<file path="config.mk">
export PLATFORM = sky130hd
export DESIGN_NAME = router_arbiter
export DESIGN_NICKNAME = d
export VERILOG_FILES = /design/src/rtl/router_pkg.sv /design/src/rtl/rr_pick.sv /design/src/rtl/router_arbiter.sv
export SDC_FILE = /design/constraint.sdc
export NUM_CORES = 1
export LEC_CHECK = 0
export ABC_AREA = 1
export BUFFER_PORTS_ARGS = -buffer_cell sky130_fd_sc_hd__buf_2
export CORE_MARGIN = 5
export CORE_UTILIZATION = 36
export DETAILED_ROUTE_END_ITERATION = 8
export GPL_ROUTABILITY_DRIVEN = 1
export PLACE_DENSITY = 0.67
export SLEW_MARGIN = 20
export SYNTH_ARGS = -nofsm -noshare
export SYNTH_HDL_FRONTEND = slang
export SYNTH_HIERARCHICAL = 1
export SYNTH_SLANG_ARGS = --single-unit
export TNS_END_PERCENT = 1
</file>
<file path="constraint.sdc">
create_clock -name clk -period 3.15 [get_ports clk]
set_input_delay 0.4725 -clock clk [delete_from_list [all_inputs] [get_ports clk]]
set_output_delay 0.4725 -clock clk [all_outputs]
set_load 0.005 [all_outputs]
</file>
<file path="src/rtl/router_pkg.sv">
// Shared types and constants for the router front-end blocks.
package router_pkg;

    localparam int DATA_WIDTH_DEF = 32;
    localparam int ADDR_WIDTH_DEF = 2;
    localparam int PKT_CNT_W      = 16;

    typedef enum logic [0:0] {
        ARB_IDLE   = 1'b0,
        ARB_LOCKED = 1'b1
    } arb_state_e;

endpackage

</file>
<file path="src/rtl/rr_pick.sv">
// Rotating priority encoder: first set bit of valid, searching upward from ptr
// with wrap-around; returns a one-hot grant, its index and an any-valid flag.
module rr_pick #(
    parameter int N  = 4,
    parameter int IW = $clog2(N)
) (
    input  logic [N-1:0]  valid,
    input  logic [IW-1:0] ptr,
    output logic [N-1:0]  grant,
    output logic [IW-1:0] idx,
    output logic          any
);

    logic [IW-1:0] pos_s;

    // Walk the N candidate positions in priority order and keep the first hit.
    always_comb begin
        grant = {N{1'b0}};
        idx   = {IW{1'b0}};
        any   = 1'b0;
        pos_s = {IW{1'b0}};
        for (int k = 0; k < N; k++) begin
            pos_s = IW'((int'(ptr) + k) % N);
            if (!any && valid[pos_s]) begin
                any          = 1'b1;
                grant[pos_s] = 1'b1;
                idx          = pos_s;
            end else begin
                any = any;
            end
        end
    end

endmodule

</file>
<file path="src/rtl/router_arbiter.sv">
// Round-robin, packet-locking arbiter that registers the winning beat onto the
// router input bus. Define ROUTER_ARB_STATS_EN to add per-requester packet counters.
module router_arbiter
    import router_pkg::*;
#(
    parameter int DATA_WIDTH = DATA_WIDTH_DEF,
    parameter int ADDR_WIDTH = ADDR_WIDTH_DEF,
    parameter int NUM_REQ    = 4
) (
    input  logic                          clk,
    input  logic                          rst,
    input  logic [NUM_REQ-1:0]            req_valid,
    input  logic [NUM_REQ-1:0]            req_last,
    input  logic [NUM_REQ*DATA_WIDTH-1:0] req_data,
    input  logic [NUM_REQ*ADDR_WIDTH-1:0] req_addr,
    output logic [NUM_REQ-1:0]            req_ready,
    output logic [DATA_WIDTH-1:0]         data_in,
    output logic                          data_en,
    output logic [ADDR_WIDTH-1:0]         addr,
    output logic [$clog2(NUM_REQ)-1:0]    grant_id
`ifdef ROUTER_ARB_STATS_EN
    ,
    output logic [NUM_REQ*PKT_CNT_W-1:0]  pkt_cnt
`endif
);

    localparam int IDX_W = $clog2(NUM_REQ);

    arb_state_e              state_r;
    logic [IDX_W-1:0]        ptr_r;
    logic [IDX_W-1:0]        owner_r;
    logic [ADDR_WIDTH-1:0]   dest_r;

    logic [NUM_REQ-1:0]      pick_grant_s;
    logic [IDX_W-1:0]        pick_idx_s;
    logic                    pick_any_s;

    logic [NUM_REQ-1:0]      ready_s;
    logic                    accept_s;
    logic [IDX_W-1:0]        sel_idx_s;
    logic                    sel_last_s;
    logic [DATA_WIDTH-1:0]   sel_data_s;
    logic [ADDR_WIDTH-1:0]   sel_addr_s;
    logic [IDX_W-1:0]        next_ptr_s;

    rr_pick #(
        .N  (NUM_REQ),
        .IW (IDX_W)
    ) u_rr_pick (
        .valid (req_valid),
        .ptr   (ptr_r),
        .grant (pick_grant_s),
        .idx   (pick_idx_s),
        .any   (pick_any_s)
    );

    // Ready vector and selected beat; nothing is accepted while reset is applied.
    always_comb begin
        ready_s    = {NUM_REQ{1'b0}};
        sel_idx_s  = {IDX_W{1'b0}};
        sel_addr_s = {ADDR_WIDTH{1'b0}};
        case (state_r)
            ARB_IDLE: begin
                sel_idx_s  = pick_idx_s;
                sel_addr_s = req_addr[int'(pick_idx_s)*ADDR_WIDTH +: ADDR_WIDTH];
                if (pick_any_s) begin
                    ready_s = pick_grant_s;
                end else begin
                    ready_s = {NUM_REQ{1'b0}};
                end
            end
            ARB_LOCKED: begin
                sel_idx_s          = owner_r;
                sel_addr_s         = dest_r;
                ready_s[owner_r]   = req_valid[owner_r];
            end
            default: begin
                ready_s = {NUM_REQ{1'b0}};
            end
        endcase
        if (rst) begin
            ready_s = {NUM_REQ{1'b0}};
        end else begin
            ready_s = ready_s;
        end
        accept_s   = |ready_s;
        sel_last_s = req_last[sel_idx_s];
        sel_data_s = req_data[int'(sel_idx_s)*DATA_WIDTH +: DATA_WIDTH];
        if (sel_idx_s == IDX_W'(NUM_REQ - 1)) begin
            next_ptr_s = {IDX_W{1'b0}};
        end else begin
            next_ptr_s = sel_idx_s + IDX_W'(1);
        end
    end

    assign req_ready = ready_s;

    // Arbitration state and the registered router-side beat.
    always_ff @(posedge clk) begin
        if (rst) begin
            state_r  <= ARB_IDLE;
            ptr_r    <= {IDX_W{1'b0}};
            owner_r  <= {IDX_W{1'b0}};
            dest_r   <= {ADDR_WIDTH{1'b0}};
            data_in  <= {DATA_WIDTH{1'b0}};
            data_en  <= 1'b0;
            addr     <= {ADDR_WIDTH{1'b0}};
            grant_id <= {IDX_W{1'b0}};
        end else begin
            data_en <= accept_s;
            if (accept_s) begin
                data_in  <= sel_data_s;
                addr     <= sel_addr_s;
                grant_id <= sel_idx_s;
                owner_r  <= sel_idx_s;
                dest_r   <= sel_addr_s;
                if (sel_last_s) begin
                    state_r <= ARB_IDLE;
                    ptr_r   <= next_ptr_s;
                end else begin
                    state_r <= ARB_LOCKED;
                end
            end else begin
                state_r <= state_r;
            end
        end
    end

`ifdef ROUTER_ARB_STATS_EN
    // Saturating per-requester count of completed packets.
    always_ff @(posedge clk) begin
        if (rst) begin
            pkt_cnt <= {(NUM_REQ*PKT_CNT_W){1'b0}};
        end else begin
            for (int i = 0; i < NUM_REQ; i++) begin
                if (accept_s && sel_last_s && (sel_idx_s == IDX_W'(i)) &&
                    (pkt_cnt[i*PKT_CNT_W +: PKT_CNT_W] != {PKT_CNT_W{1'b1}})) begin
                    pkt_cnt[i*PKT_CNT_W +: PKT_CNT_W] <=
                        pkt_cnt[i*PKT_CNT_W +: PKT_CNT_W] + PKT_CNT_W'(1);
                end else begin
                    pkt_cnt[i*PKT_CNT_W +: PKT_CNT_W] <= pkt_cnt[i*PKT_CNT_W +: PKT_CNT_W];
                end
            end
        end
    end
`else
    // Statistics counters are not built in this configuration.
`endif

endmodule
</file>
# Word-level counts from Yosys, hierarchy flattened
# Index checks and enable logic that the tools add are counted.
[op_classes]
n_shift = 2
mux = 41
addsub = 4
n_eq_ne = 1
n_bitwise = 5
n_reduce_logical = 14
magnitude_cmp = 11
[ops]
columns = ["op", "n"]
rows = [
  ["128-bit by 8-bit indexed part select with 32-bit output", 1],
  ["4-bit 2-to-1 mux", 6],
  ["2-bit by 3-bit less-than comparator with 1-bit output (second input constant)", 6],
  ["1-bit 2-to-1 mux", 16],
  ["1-bit binary-select mux with 2-bit select", 6],
  ["2-bit 2-to-1 mux", 6],
  ["4-bit OR", 3],
  ["1-bit demux with 2-bit select", 5],
  ["2-bit by 1-bit greater-or-equal comparator with 1-bit output (second input constant)", 5],
  ["1-bit logical AND", 8],
  ["4-bit one-hot mux with 2 select lines", 1],
  ["8-bit by 4-bit indexed part select with 2-bit output", 1],
  ["2-bit by 1-bit adder with 2-bit output (second input constant)", 2],
  ["2-bit adder (second input constant)", 2],
  ["4-bit bitwise AND", 1],
  ["2-bit one-hot mux with 2 select lines", 1],
  ["2-bit AND reduction", 2],
  ["4-bit OR reduction", 1],
  ["1-bit logical NOT", 3],
  ["2-bit equality test (second input constant)", 1],
  ["1-bit inverter", 1],
]
[totals]
output_inout_bits = 41
word_cells = 84
register_bits = 40
input_bits = 146

# Logic depth before layout (Yosys ltp)
# Gate-level depths: netlist of the first run.
[depth]
ltp_word = 17
depth_mapped = 19
mapped_depth_nobuf = 18

# By module
# Netlist of the first run, hierarchy kept.
[by_module_without_submodules]
columns = ["mod", "cells_each", "area_each_um2", "seq_area_each_um2", "n_inst"]
rows = [
  ["router_arbiter", 457, 2803.9, 800.8, 1],
  ["rr_pick", 74, 440.4, 0.0, 1],
]

# Least setup slack after synthesis of the first run
# Ideal clock, no wire load.
[synth_timing]
kind = "register -> register"
from = "register ptr_r[0]"
to = "register data_in[10]"
slack_ns = 0.658
t_required_ns = 3.034
path_buffers = 2
stages_incl_launch_ff = 18
t_arrival_ns = 2.376
setup_time_ns = 0.116
cell_sequence = "dfxtp_1 > inv_2 > ha_1 > inv_1 > nand3_1 > nand2_1 > nor2_1 > a21oi_1 > nand3_1 > nand2_1 > nand2_2 > buf_6 > buf_4 > nand2_1 > o211ai_1 > o21ai_1 > nor2_1 > nor2_1"
[synth_between]
elab_cells_between_ends = 58
[synth_lines]
columns = ["element", "line", "rtl"]
rows = [
  ["start, declared", "router_arbiter.sv:30", "logic [IDX_W-1:0] ptr_r;"],
  ["start signal, assigned", "router_arbiter.sv:102", "ptr_r <= {IDX_W{1'b0}};"],
  ["start signal, assigned", "router_arbiter.sv:119", "ptr_r <= next_ptr_s;"],
  ["branches (longest 11 deep; another with 2-bit by 1-bit adder with 2-bit output)", "-", ""],
  ["2-bit 2-to-1 mux (*)", "rr_pick.sv:24", "if (!any && valid[pos_s]) begin"],
  ["named net pick_idx_s[0]", "router_arbiter.sv:35", "logic [IDX_W-1:0] pick_idx_s;"],
  ["2-bit one-hot mux with 2 select lines (*)", "router_arbiter.sv:62", "case (state_r)"],
  ["128-bit by 8-bit indexed part select with 32-bit output (*)", "router_arbiter.sv:88", "sel_data_s = req_data[int'(sel_idx_s)*DATA_WIDTH +: DATA_WIDTH];"],
  ["end signal, assigned", "router_arbiter.sv:105", "data_in <= {DATA_WIDTH{1'b0}};"],
  ["end signal, assigned", "router_arbiter.sv:112", "data_in <= sel_data_s;"],
  ["end, declared", "router_arbiter.sv:17", "output logic [DATA_WIDTH-1:0] data_in,"],
]
# Mark *: on every way through the listed nets, which the timed path passes. The select of a mux whose other input is x is not followed.
# A chain may end at the register's enable or synchronous reset.

# Worst setup path after layout of the first run
[layout_timing]
from = "register ptr_r[1]"
to = "output req_ready[0]"
[layout_between]
elab_chain_cells = 15
elab_cells_between_ends = 51
[layout_lines]
columns = ["element", "line", "rtl"]
rows = [
  ["branches (longest 11 deep; another with 2-bit by 3-bit less-than comparator with 1-bit output)", "-", ""],
  ["4-bit 2-to-1 mux (*)", "rr_pick.sv:24", ""],
  ["named net pick_grant_s[0]", "router_arbiter.sv:34", "logic [NUM_REQ-1:0] pick_grant_s;"],
  ["4-bit 2-to-1 mux (*)", "router_arbiter.sv:66", "if (pick_any_s) begin"],
  ["4-bit one-hot mux with 2 select lines (*)", "router_arbiter.sv:62", ""],
  ["4-bit 2-to-1 mux (*)", "router_arbiter.sv:81", "if (rst) begin"],
  ["end, declared", "router_arbiter.sv:16", "output logic [NUM_REQ-1:0] req_ready,"],
]
# Marked as above.

==> qor.csv, run 1 <==
metric;value;unit
DRT antenna net count;0;
Period minus WS final;2880;ps
pre-CTS WS;237;ps
clock sinks;40;
Seq. cell area;802;um^2
largest net degree at the start of global routing;61;
WL met3;903;um
routed wire length;11400;um
Detailed Place HPWL;8920;um
slew of the pin with the lowest slew margin;807;ps
crit-path max cell delay;390;ps
Max FO, Critical Path;6;
RR Endpoint;ptr_r[0];
DRC Markers;0;
Seq/Total Area, Yosys;24.7;%
area grow syn2layout;32.4;%
hold endpoint;data_in[28];
critical path's slowest cell;dfxtp_2;
Highest Signal Layer;met4;
GRT Total Usage;19.7;%
worst reg2reg path startpoint;ptr_r[1];
Root Driver;clkbuf_8;
Post-synth ARST share;0;%
Setup Buffers After CTS;0;
Clock Tree Buf Depth;2;
count leader, synth;nand2_1;
DR pass1 iterations;4;
Yosys reg bits;40;
Worst EP arrival;2400;ps
HP Class;reg -> reg;
GRT Residual Overflow;0;
Setup Crit Path Kind;reg -> out;
Post-Syn Instances;531;
ranking of synthesized cells by area;dfxtp_1 (25%), nand2_1 (12%), nor2_1 (11%), o21ai_0 (7.9%), o211ai_1 (7.9%);
hold depth;2;
M1 WL;4790;um
die footprint;11000;um^2
syn_area_per_cell;6.11;um^2
Max Cap Violations;0;
dominant cell type by area after synthesis;dfxtp_1;
Final Skew;3.87;ps
Final Hold Fails;0;
Worst-Skew Late Latency;290;ps
multi-input combinational cell area;1980;um^2
Cell variety after synth;28;
outcome;completed;
total CTS buffers;5;
Port-buffer cells;186;
fin worst setup slack;274;ps
layout cell share with drive strength beyond 1;33.0;%
HP Start;data_in[28];
Lkg Pwr;2.27;nW
Post-Syn Nets;682;
Ys Warns;6;
flop-to-flop setup slack;330;ps
Initial Util;37.0;%
ratio of final minimum period to clock period;91.3;%
commonest cells in the netlist;nand2_1 (103), nor2_1 (94), inv_1 (57), o21ai_0 (51), dfxtp_1 (40);
Power Dens Cells;1120;nW/um^2
Buf/Inv on CP;5;
cell-by-cell trace of the critical path;inv_1 > ha_1 > inv_1 > nand3_1 > nand2_1 > nor2_1 > buf_4 > a21oi_1 > nand3_1 > nand2_1 > a21oi_1 > nand2_1 > inv_1 > buf_2;
slew margin rel.;46.1;%
Register-to-Register Path Depth;17;
gp weighted congestion;0.888;
Fmax;348;MHz
Met2 Routed Length;5320;um
I/O pins;187;
Die Ht;105;um
vias per inst;5.07;
CP required;2680;ps
Critical Path Start Type;flip-flop;
RSZ-0062 raised after global routing;false;
synthesized cell area;3240;um^2
Final nets;853;
Post-synth EDFFs;0;
post-synth top area share;24.7;%
clock slew at reported path FFs;80;ps
# rows;34;
Setup TNS Final;0;ps
clock tree from TritonCTS;built;
final setup fails;0;
die span in x;105;um
number of global-route vias before repair;3887;
drt wl/cell;14.1;um
initial antenna violation count;0;
vias;4105;
H-tree depth reported by CTS;2;
top_reg_cell synth;dfxtp_1;
Final Max Tran Viols;0;
DRT iter0 DRCs;188;
Peak VDD IR;0.616;mV
Core ar.;8760;um^2
first-pass GRT wire length;18300;um
Worst setup EP type;primary output;
fill cell count;937;
cell family with most CP delay;buffers and inverters;
ant diodes;0;
[sequential cells by signal (all words and copies together), names as in the netlist]
signal   flops
ptr_r        2
owner_r      2
dest_r       2
data_in     32
state_r      1
data_en      1
[power breakdown]
part	internal, W	total (W)	switching [W]	leakage (nW)
registers	0.000710	0.000833	0.000123	0.332
clock network	0.000151	0.000323	0.000173	0.0410
logic	0.00137	0.00366	0.00230	1.89
[final cells by class]
type / count / share of cell area, %
flip-flops and latches: 40 / 18.7
inverters: 62 / 5.48
clock buffers: 6 / 1.69
well taps: 108 / 3.15
clock inverters: 1 / 0.117
multi-input cells: 395 / 46.2
repair buffers: 198 / 24.7
[kinds of logic (layout without fill, tap and decap cells)]
family / count (synthesis) / in the layout / synth area share [%]
AOI/OAI and AO/OA: 148 / 148 / 27.2
xor gates and xnor gates: 1 / 1 / 0.270
buffers and inverters: 96 / 267 / 14.6
DFF: 40 / 40 / 24.7
adders and majority gates: 5 / 5 / 1.93
and+or+nand+nor: 241 / 241 / 31.3
[per-stage QoR]
step / std cells / utilization, % / hold WS, ps / instance area, um^2 / total power [W]
3_5_place_dp: 803 / 48.0 / 462 / 4210 / 0.00449
6_report: 810 / 49.0 / 482 / 4290 / 0.00482
5_1_grt: 810 / 49.0 / 489 / 4290 / 0.00539
2_1_floorplan: 531 / - / 461 / 3240 / 0.00367
3_3_place_gp: 803 / 48.0 / 450 / 4210 / 0.00445
4_1_cts: 810 / 48.9 / 485 / 4290 / 0.00483
[worst max-delay path by stage]
stage / startpoint / end / slack (ps) / depth (start not counted)
4_1_cts: ptr_r[1] / req_ready[0] / 170 / 14
5_1_grt: ptr_r[1] / ptr_r[0] / 10 / 17
2_1_floorplan: ptr_r[0] / data_in[10] / 660 / 17
6_report: ptr_r[1] / req_ready[0] / 270 / 14
3_5_place_dp: ptr_r[1] / ptr_r[0] / 240 / 17
3_3_place_gp: ptr_r[1] / ptr_r[0] / 330 / 17
[routing by layer]
layer | vias to the layer above | global-route usage (%)
li1 | 2081 | -
met1 | 1815 | 24.8
met2 | 179 | 32.0
met3 | 30 | 5.06
met4 | 0 | 8.13
met5 | - | 0
[worst reg2reg max path: stages, from the launching register on]
cell and delay (ps):
dfxtp_2 390, inv_1 140, ha_1 370, inv_1 100, nand2_1 90, nand2_2 60
nor2_4 230, nand3_1 110, nand3_1 160, inv_1 110, o21ai_4 200, buf_6 240
nand3_1 100, nand2_1 130, inv_1 60, nor2_1 120, nor2_1 60, nor2_1 90
[timing repair]
action	CTS	global route
setup endpoints to repair	0	40
hold buffers	0	0
gates resized for setup	0	4
hold endpoints to repair	0	0
[layout by cell type (no fill, tap or decap), types with 14 or more instances in the layout]
cell and count:
a21oi_1 14, o211ai_1 34, buf_2 186, o21ai_0 51, dfxtp_1 39, inv_1 57, nand2_1 103, nor2_1 93
o21ai_1 29, nand3_1 22
(Power assumes the default switching activity.)
==> run 2: changes to the inputs <==
- CTS_BUF_LIST: unset -> sky130_fd_sc_hd__clkbuf_16
==> run 2 against run 1 <==
Net effect: die area stayed put; maximum frequency increased by 1.4%; clock skew shrank 1.7 ps; first-iteration DRC count increased by 0.53%; clock-buffer cell count shrank 1; design area is 1.3% higher; sequential power barely moved; via count is essentially flat; utilization grew 0.64 points.
==> qor.csv, run 2 (synthesis results as in run 1) <==
metric;value;unit
area grow syn2layout;34.1;%
Power Dens Cells;1140;nW/um^2
gp weighted congestion;0.888;
final core utilization;49.6;%
largest register by flop count;data_in;
die span in x;105;um
Clock Tree Buf Depth;2;
clock tree from TritonCTS;built;
CP required;2680;ps
Detailed Place HPWL;8920;um
Max Cap Violations;0;
critical path's slowest cell;dfxtp_2;
DRT antenna net count;0;
I/O pins;187;
Post-DP Area;4210;um^2
design area;4350;um^2
Worst EP arrival;2360;ps
Port-buffer cells;186;
Final Max Tran Viols;0;
H-tree depth reported by CTS;2;
M1 WL;4720;um
max FFs per register;32;
WL met3;943;um
vias per inst;5.07;
Initial Util;37.0;%
clock slew at reported path FFs;60;ps
Peak VDD IR;0.553;mV
GRT Residual Overflow;0;
Highest Signal Layer;met4;
first-pass GRT wire length;18300;um
cell family with most CP delay;buffers and inverters;
HP Start;data_in[28];
Die Ht;105;um
vias;4104;
ant diodes;0;
DR pass1 iterations;5;
routed wire length;11400;um
Final Non-Filler Cells;810;
Tot Pwr;0.00497;W
crit-path max cell delay;390;ps
GRT Total Usage;19.7;%
RSZ-0062 raised after global routing;false;
clock sinks;40;
Final Hold Fails;0;
Lkg Pwr;2.30;nW
cell-by-cell trace of the critical path;inv_1 > ha_1 > inv_1 > nand3_1 > nand2_1 > nor2_1 > buf_4 > a21oi_1 > nand3_1 > nand2_1 > a21oi_1 > nand2_1 > inv_1 > buf_2;
final setup fails;0;
Final Skew;2.18;ps
Core ar.;8760;um^2
Setup Crit Path Kind;reg -> out;
slew margin rel.;46.6;%
DRT iter0 DRCs;189;
Worst setup EP type;primary output;
Period minus WS final;2840;ps
Max FO, Critical Path;6;
slew of the pin with the lowest slew margin;800;ps
Setup TNS Final;0;ps
Met2 Routed Length;5330;um
Final nets;853;
Fmax;353;MHz
die footprint;11000;um^2
Buf/Inv on CP;5;
CP startpoint;ptr_r[1];
total CTS buffers;5;
Critical Path Start Type;flip-flop;
most frequent cells in the layout;buf_2 (186), nand2_1 (103), nor2_1 (93);
hold_buf cts;0;
initial antenna violation count;0;
number of global-route vias before repair;3891;
most common cell after layout, fill and taps aside;buf_2;
Worst-Skew Late Latency;270;ps
layout cell share with drive strength beyond 1;33.0;%
outcome;completed;
Root Driver;clkbuf_16;
Placed Cells;803;
worst reg2reg path startpoint;ptr_r[1];
drt wl/cell;14.0;um
DRC Markers;0;
HP Class;reg -> reg;
# rows;34;
largest net degree at the start of global routing;61;
ratio of final minimum period to clock period;90.0;%
[run 2: cell types whose count changed in the layout (fill, tap and decap cells not counted)]
| cell | change |
|---|---|
| inv_1 | +1 |
| clkbuf_1 | -1 |
| clkbuf_16 | +5 |
| clkbuf_8 | -5 |
[run 2: per-layer routing]
| metal | track usage [%] | up-vias |
|---|---|---|
| met5 | 0 | - |
| met2 | 32.0 | 197 |
| met3 | 5.06 | 29 |
| li1 | - | 2080 |
| met4 | 8.40 | 0 |
| met1 | 24.8 | 1798 |
[run 2: area by class of cell]
type / instances / area (um^2)
clock buffer: 5 / 125
tap: 108 / 135
clock inverter: 2 / 8.76
inverter: 62 / 235
multi-input combinational: 395 / 1980
fill: 932 / 4410
timing repair buffer: 198 / 1060
sequential: 40 / 802
[run 2: final timing paths]
| path | to | slack [ps] | cells past startpoint |
|---|---|---|---|
| setup / recovery | req_ready[0] | 310 | 14 |
| hold / removal | data_in[28] | 480 | 2 |
| setup reg to reg | ptr_r[0] | 310 | 17 |
| hold reg to reg | data_in[28] | 480 | 2 |
[run 2: metrics by stage]
stage / hold WS, ps / setup WS [ps]
after floorplan: 461 / 658
after global placement: 450 / 327
after detailed placement: 462 / 237
after CTS: 482 / 192
after global routing: 486 / 18.7
final: 479 / 315
[run 2: worst register-to-register path, cell delays in order, from the launching register on]
cell     delay (ps)
dfxtp_2         390
inv_1           130
ha_1            370
inv_1           100
nand2_1          90
nand2_2          60
nor2_4          230
nand3_1         110
nand3_1         160
inv_1           110
o21ai_4         200
buf_6           240
nand3_1         100
nand2_1         130
inv_1            60
nor2_1          130
nor2_1           60
nor2_1          100
[run 2: power breakdown]
part / switching, W / internal, W / leakage [nW] / total (W)
Clock: 0.000185 / 0.000284 / 0.0709 / 0.000469
Sequential: 0.000124 / 0.000711 / 0.332 / 0.000835
Combinational: 0.00230 / 0.00137 / 1.89 / 0.00367
Total: 0.00261 / 0.00236 / 2.30 / 0.00497
[run 2: timing repair]
action | in CTS | in global routing
setup buffers | 0 | 0
endpoints found under the setup margin | 0 | 36
resized for setup | 0 | 4
==> run 3: changes to the inputs <==
- CTS_BUF_LIST: sky130_fd_sc_hd__clkbuf_16 -> sky130_fd_sc_hd__clkbuf_2 sky130_fd_sc_hd__clkbuf_4 sky130_fd_sc_hd__clkbuf_8
==> run 3 against run 2 <==
Net effect: cell count is the same; maximum frequency shrank 1.4%; worst setup slack lost 40 ps; design area shrank 1.2%; hold slack gained 3.8 ps; combinational power is essentially flat; sequential power is essentially flat; largest cell class unchanged.
==> qor.csv, run 3 (synthesis results as in run 1) <==
metric;value;unit
critical path's slowest cell;dfxtp_2;
first-pass GRT wire length;18300;um
WL met3;873;um
HP Class;reg -> reg;
flop-to-flop setup slack;320;ps
ant diodes;0;
DRT antenna net count;0;
largest register by flop count;data_in;
crit-path max cell delay;390;ps
Final nets;853;
Period minus WS final;2880;ps
outcome;completed;
Core ar.;8760;um^2
I/O pins;187;
routed wire length;11400;um
Lkg Pwr;2.27;nW
final setup fails;0;
Detailed Place HPWL;8920;um
Peak VDD IR;0.614;mV
Die Ht;105;um
Worst setup EP type;primary output;
total CTS buffers;5;
worst hold slack;482;ps
slew margin rel.;46.4;%
Initial Util;37.0;%
Final Non-Filler Cells;810;
slew of the pin with the lowest slew margin;804;ps
Setup TNS Final;0;ps
Worst EP arrival;2400;ps
Placed Cells;803;
Max Cap Violations;0;
clock tree from TritonCTS;built;
hold depth;2;
DRC Markers;0;
vias;4109;
GRT Residual Overflow;0;
Port-buffer cells;186;
Clock Tree Buf Depth;2;
Final Hold Fails;0;
DRT iter0 DRCs;208;
Highest Signal Layer;met4;
Max FO, Critical Path;6;
Worst-Skew Late Latency;290;ps
Fmax;348;MHz
GRT Total Usage;19.7;%
CP startpoint;ptr_r[1];
Met2 Routed Length;5320;um
M1 WL;4810;um
most frequent cells in the layout;buf_2 (186), nand2_1 (103), nor2_1 (93);
H-tree depth reported by CTS;2;
die footprint;11000;um^2
Register-to-Register Path Depth;17;
# rows;34;
Root Driver;clkbuf_8;
RR Endpoint;ptr_r[0];
vias per inst;5.07;
CP required;2680;ps
cell-by-cell trace of the critical path;inv_1 > ha_1 > inv_1 > nand3_1 > nand2_1 > nor2_1 > buf_4 > a21oi_1 > nand3_1 > nand2_1 > a21oi_1 > nand2_1 > inv_1 > buf_2;
clock sinks;40;
initial antenna violation count;0;
Setup Buffers After CTS;0;
max FFs per register;32;
Final Max Tran Viols;0;
ratio of final minimum period to clock period;91.3;%
area grow syn2layout;32.5;%
Final Skew;5.66;ps
worst reg2reg path startpoint;ptr_r[1];
clock slew at reported path FFs;80;ps
RSZ-0062 raised after global routing;false;
number of global-route vias before repair;3894;
HP Start;data_in[28];
die span in x;105;um
drt wl/cell;14.1;um
gp weighted congestion;0.888;
Power Dens Cells;1120;nW/um^2
largest net degree at the start of global routing;61;
most common cell after layout, fill and taps aside;buf_2;
hold endpoint;data_in[28];
Setup Crit Path Kind;reg -> out;
layout cell share with drive strength beyond 1;33.2;%
DR pass1 iterations;4;
Critical Path Start Type;flip-flop;
fill cell count;939;
## run 3: cell types whose count changed in the layout (fill, tap and decap cells not counted), sizes merged
cell,change
clkbuf,+1
inv,-1
## run 3: how the worst max path moves through the flow
stage,endpoint,slack (ps)
4_1_cts,req_ready[0],170
3_5_place_dp,ptr_r[0],240
2_1_floorplan,data_in[10],660
6_report,req_ready[0],270
5_1_grt,ptr_r[0],10
3_3_place_gp,ptr_r[0],330
## run 3: layout make-up
class	count	area [um^2]	area share, %
clock buffers	6	76.3	1.78
clock inverters	1	5.00	0.116
inverters	62	235	5.47
multi-input cells	395	1980	46.1
flip-flops and latches	40	802	18.7
well taps	108	135	3.14
repair buffers	198	1060	24.7
## run 3: what timing repair did
item	4_1_cts	5_1_grt
resized for setup	0	4
hold buffers	0	0
setup endpoints to repair	0	40
endpoints found under the hold margin	0	0
## run 3: per-stage QoR
step	util (%)	setup WS, ps	power (W)	area (um^2)
5_1_grt	49.0	13.6	0.00540	4300
6_report	49.0	275	0.00483	4300
3_3_place_gp	48.0	327	0.00445	4210
2_1_floorplan	-	658	0.00367	3240
4_1_cts	49.0	173	0.00483	4290
3_5_place_dp	48.0	237	0.00449	4210
## run 3: where the power goes
| group | total, W | switching [W] | internal, W |
|---|---|---|---|
| Clock | 0.000330 | 0.000171 | 0.000159 |
| Sequential | 0.000833 | 0.000123 | 0.000710 |
| Combinational | 0.00367 | 0.00230 | 0.00137 |
| Total | 0.00483 | 0.00260 | 0.00224 |
## run 3: critical path: cells and delay by family (launching register included)
family	cells	cell delay, ps
and+or+nand+nor	6	560
adders and majority gates	1	370
buffers and inverters	5	600
AOI/OAI and AO/OA	2	200
DFF	1	390
## run 3: per-layer routing
| metal | GRT usage [%] | vias to the layer above |
|---|---|---|
| li1 | - | 2083 |
| met1 | 24.7 | 1823 |
| met2 | 32.0 | 174 |
| met3 | 5.06 | 29 |
| met4 | 7.85 | 0 |
| met5 | 0 | - |
